$ cat config.mk
export PLATFORM = sky130hd
export DESIGN_NAME = alu_result_stage
export DESIGN_NICKNAME = d
export VERILOG_FILES = /design/src/rtl/alu_pkg.sv /design/src/rtl/alu_flag_gen.sv /design/src/rtl/alu_result_stage.sv
export SDC_FILE = /design/constraint.sdc
export NUM_CORES = 1
export LEC_CHECK = 0
export CAP_MARGIN = 0
export CORE_ASPECT_RATIO = 1.25
export CORE_MARGIN = 2
export CORE_UTILIZATION = 45
export CTS_CLUSTER_SIZE = 40
export DETAILED_ROUTE_END_ITERATION = 10
export DONT_BUFFER_PORTS = 1
export PLACE_DENSITY_LB_ADDON = 0.05
export SYNTH_ARGS = -nofsm -noshare
export SYNTH_HDL_FRONTEND = slang
export SYNTH_SLANG_ARGS = --single-unit
$ cat constraint.sdc
create_clock -name clk -period 6.2 [get_ports clk]
set_clock_uncertainty 0.05 [all_clocks]
set_input_delay 0.62 -clock clk [delete_from_list [all_inputs] [get_ports clk]]
set_output_delay 0.62 -clock clk [all_outputs]
set_load 0.05 [all_outputs]
$ cat src/rtl/alu_pkg.sv
// Shared ALU definitions: datapath width and status flag layout.
package alu_pkg;

  localparam int unsigned ALU_WIDTH = 5;

  localparam int unsigned FLAG_C = 3;
  localparam int unsigned FLAG_V = 2;
  localparam int unsigned FLAG_N = 1;
  localparam int unsigned FLAG_Z = 0;

  // Status flags; the field order gives c = bit 3 down to z = bit 0.
  typedef struct packed {
    logic c;
    logic v;
    logic n;
    logic z;
  } alu_flags_t;

endpackage

$ cat src/rtl/alu_flag_gen.sv
// Derives C/V/N/Z from adder operands, result and carry-out.
module alu_flag_gen
  import alu_pkg::*;
#(
  parameter int unsigned WIDTH = ALU_WIDTH
) (
  input  logic [WIDTH-1:0] operand_a,
  input  logic [WIDTH-1:0] operand_b,
  input  logic [WIDTH-1:0] result,
  input  logic             carry,
  output logic [3:0]       flags
);

  localparam int unsigned MSB = WIDTH - 1;

  alu_flags_t f;

  // Signed overflow: same-sign operands producing a result of the other sign.
  always_comb begin
    f   = '0;
    f.c = carry;
    f.v = (operand_a[MSB] == operand_b[MSB]) && (result[MSB] != operand_a[MSB]);
    f.n = result[MSB];
    f.z = (result == '0);
  end

  assign flags = f;

endmodule

$ cat src/rtl/alu_result_stage.sv
// Adder result stage: flag generation, 2-entry in-order FIFO and carry counter.
module alu_result_stage
  import alu_pkg::*;
#(
  parameter int unsigned WIDTH = ALU_WIDTH,
  parameter int unsigned CNT_W = 8
) (
  input  logic             clk,
  input  logic             rst_n,
  input  logic             in_valid,
  output logic             in_ready,
  input  logic [WIDTH-1:0] in_operand_a,
  input  logic [WIDTH-1:0] in_operand_b,
  input  logic [WIDTH-1:0] in_result,
  input  logic             in_carry,
  output logic             out_valid,
  input  logic             out_ready,
  output logic [WIDTH-1:0] out_result,
  output logic [3:0]       out_flags,
  input  logic             clr_count,
  output logic [CNT_W-1:0] carry_count
);

  localparam int unsigned OCC_W = 2;
  localparam logic [CNT_W-1:0] CNT_MAX = {CNT_W{1'b1}};

  logic [OCC_W-1:0] occ, occ_next;
  logic             rd_ptr, wr_ptr;
  logic [WIDTH-1:0] mem_result [2];
  alu_flags_t       mem_flags  [2];

  logic [3:0]       new_flags_raw;
  alu_flags_t       new_flags;
  logic             accept, pop, carry_accept;
  logic             head_slot;
  logic [WIDTH-1:0] head_result;
  alu_flags_t       head_flags;
  logic [CNT_W-1:0] count_next;

  alu_flag_gen #(.WIDTH(WIDTH)) u_flag_gen (
    .operand_a (in_operand_a),
    .operand_b (in_operand_b),
    .result    (in_result),
    .carry     (in_carry),
    .flags     (new_flags_raw)
  );

  assign new_flags    = alu_flags_t'(new_flags_raw);
  assign accept       = in_valid && in_ready;
  assign pop          = out_valid && out_ready;
  assign carry_accept = accept && new_flags.c;

  // Next occupancy, next head contents and next carry count.
  always_comb begin
    occ_next    = occ;
    head_slot   = rd_ptr;
    head_result = mem_result[rd_ptr];
    head_flags  = mem_flags[rd_ptr];
    count_next  = carry_count;

    case ({accept, pop})
      2'b10:   occ_next = occ + OCC_W'(1);
      2'b01:   occ_next = occ - OCC_W'(1);
      default: occ_next = occ;
    endcase

    // Head after this edge: next slot on a pop, bypassing a same-edge write.
    head_slot = pop ? ~rd_ptr : rd_ptr;
    if (accept && (wr_ptr == head_slot)) begin
      head_result = in_result;
      head_flags  = new_flags;
    end else begin
      head_result = mem_result[head_slot];
      head_flags  = mem_flags[head_slot];
    end

    if (clr_count) begin
      count_next = carry_accept ? CNT_W'(1) : '0;
    end else if (carry_accept && (carry_count != CNT_MAX)) begin
      count_next = carry_count + CNT_W'(1);
    end
  end

  // FIFO state, registered status/outputs and counter; outputs hold when empty.
  always_ff @(posedge clk or negedge rst_n) begin
    if (!rst_n) begin
      occ           <= '0;
      rd_ptr        <= 1'b0;
      wr_ptr        <= 1'b0;
      mem_result[0] <= '0;
      mem_result[1] <= '0;
      mem_flags[0]  <= '0;
      mem_flags[1]  <= '0;
      in_ready      <= 1'b1;
      out_valid     <= 1'b0;
      out_result    <= '0;
      out_flags     <= '0;
      carry_count   <= '0;
    end else begin
      if (accept) begin
        mem_result[wr_ptr] <= in_result;
        mem_flags[wr_ptr]  <= new_flags;
        wr_ptr             <= ~wr_ptr;
      end
      if (pop) begin
        rd_ptr <= ~rd_ptr;
      end
      occ       <= occ_next;
      in_ready  <= (occ_next != OCC_W'(2));
      out_valid <= (occ_next != OCC_W'(0));
      if (occ_next != OCC_W'(0)) begin
        out_result <= head_result;
        out_flags  <= head_flags;
      end
      carry_count <= count_next;
    end
  end

endmodule

==> results.ini <==
[setup_path]
crit_chain=and2_1, clkinv_1, ha_1, nand2b_1, o22ai_1, buf_4, inv_1, nor2_1, a31oi_1
critPathRequiredTime_ps=6310
worst_setup_path_start_kind=register
crit_type=register to register
r2r_slack_ps=3240
cp_max_fo=15
crit_arrival_ps=3080
critPathSlowestCell=dfstp_2
cp.buffers_inverters=3
critPathTopFamily=buffers and inverters
critical_path.max_stage_delay_ps=700
critPathCaptureType=register

[timing]
hold_viol=0
rsz0062_at_grt=false
layout_min_cycle_time_ps=2960
period_share=0.478
worst_pin_slew_ps=890
finalMaxSlewViolations=0
relSlewSlack=0.407
setup_viol=0
timing.fmax_ghz=0.337
fin_setup_tns_ps=0

[global_route]
grt_max_degree=38
antenna_found_initial=0
track_usage=0.192
grt_first_pass_wirelength_um=6300
grt_pass1_vias=1348
grt_overflow=0

[clock_tree]
htreeDepth=2
clock_sinks=38
cts_tree=built
numCtsBuffers=5
cts_buffer_depth=2
cts_resized=0
clkTransAtPathRegs_ps=70
post_cts_buffers=0
hold_buffers=1
ctsRootBufferMaster=clkbuf_8
clock_insertion_delay_worst_skew_ps=290

[route]
dr.pass1.iters=4
routed-via-count=1281
vias_per_cell=5.77
wire_per_inst_um=17.7
routed_wl_um=3930
drt-initial-drc-count=63
antenna_left=0
drc=0

[logic_synthesis]
syn_nets=190
synth_top_area_frac=0.504
synth_common_cells=dfrtp_1 (37), nand2_1 (17), mux2_2 (12), and3_1 (10), nor2_1 (10)
syn_avg_cell_area_sq_um=11.0
synthTopCellsByArea=dfrtp_1 (50%), mux2_2 (7.4%), nand2_1 (3.5%), and3_1 (3.4%), a221oi_1 (3.3%)
yosysWarnings=0
synth_edf_count=0
yosysTopAreaCell=dfrtp_1
syn_area_sq_um=1840
yosysMostFrequentCell=dfrtp_1
ys_seq_area_frac=0.519
synthCells=167
ys.flop_type=dfrtp_1
ys_async_sr_fraction=1.00
synth-seq-cells=38
ys_types=41

[run_status]
status=completed

[floorplan]
die_w_um=61.1
fp.dieH_um=75.4
die_area_sq_um=4610
row_count=25
core-area_sq_um=3850
initial_core_util=0.477
pin_count=40

[hold_path]
min_path_type=input port to async pin

[power]
p_sw_uw=490
seqPwrFrac=0.488
switching_share=0.445
p_int_uw=613
leakagePower_nw=0.849
combPwrFrac=0.361
power.ir.vdd_worst_mv=0.237
clkPwrFrac=0.150
p_per_area_nw_per_um2=558

[final_layout]
stdcell_count=222
syn_to_final_growth_pct=7.77
nets=192
drive_gt1_frac=0.149
n_antenna_cell=0
fill_cells=365

[placed_design]
hpwl_um=2560
gp_congestion=0.710
placed_cells=215
numPortBuffers=0

[job]
maxCapViolCount=0

## cell families (layout without fill, tap and decap cells)
logic type	Yosys count	after routing	synth area share
buf+inv	9	10	0.0232
compound gates	34	34	0.134
simple gates	60	60	0.166
fa+ha+maj	2	2	0.0136
mux	13	13	0.0791
xor+xnor	11	11	0.0648
flops	38	38	0.519
## cell type report
cell class | instances | area (sq um) | area share
flip-flops and latches | 38 | 952 | 0.481
multi-input cells | 120 | 841 | 0.425
clock buffers | 6 | 82.6 | 0.0417
well taps | 54 | 67.6 | 0.0342
repair buffers | 2 | 27.5 | 0.0139
inverters | 2 | 7.51 | 0.00380
## power by group through the flow
stage / combinational [mW] / sequential, mW / clock (mW)
2_1_floorplan: 0.334 / 0.515 / 0
3_3_place_gp: 0.386 / 0.539 / 0
3_5_place_dp: 0.393 / 0.544 / 0
4_1_cts: 0.403 / 0.540 / 0.171
5_1_grt: 0.448 / 0.552 / 0.180
6_report: 0.399 / 0.539 / 0.166
## worst paths after layout
check / startpoint / end / cells after the start
worst max-delay path: in_ready$_DFF_PN1_ / out_flags[0]$_DFFE_PN0P_ / 9
worst min-delay path: rst_n / mem_flags[2]$_DFFE_PN0P_ / 1
worst max register to register: in_ready$_DFF_PN1_ / out_flags[0]$_DFFE_PN0P_ / 9
worst min register to register: mem_flags[6]$_DFFE_PN0P_ / mem_flags[6]$_DFFE_PN0P_ / 2
max in group asynchronous: rst_n / carry_count[4]$_DFFE_PN0P_ / 1
min in group clk: clr_count / carry_count[7]$_DFFE_PN0P_ / 1
## flip-flops by register name (all words and copies together) (netlist names)
name         flops
occ              2
carry_count      8
mem_flags        8
mem_result       8
in_ready         1
rd_ptr           1
out_result       4
out_flags        4
out_valid        1
wr_ptr           1
## per-layer routing
metal / global-route usage / part of all wire
met4: 0.0773 / 0.016
met5: 0 / 0
met2: 0.335 / 0.51
met1: 0.214 / 0.42
met3: 0.0628 / 0.056
## layout by cell type (no fill, tap or decap), types with 6 or more instances in the layout
cell type | synthesis | final
o21ai_0 | 6 | 6
mux2_2 | 12 | 12
and3_1 | 10 | 10
nor3_1 | 7 | 7
nor2_1 | 10 | 10
xor2_1 | 6 | 6
clkbuf_8 | 0 | 6
dfrtp_1 | 37 | 37
o31ai_1 | 6 | 6
a221oi_1 | 7 | 7
nand2_1 | 17 | 17
## metrics by stage
stage	cell area [sq um]	total power [mW]	setup slack (ps)	hold WS, ps	util
5_1_grt	1980	1.18	3090	108	0.514
4_1_cts	1980	1.11	3230	112	0.514
3_3_place_gp	1880	0.925	3260	275	0.487
3_5_place_dp	1880	0.937	3260	275	0.487
2_1_floorplan	1840	0.849	3640	274	-
6_report	1980	1.10	3240	113	0.514
Note: power is estimated with default switching activity, not from simulation.
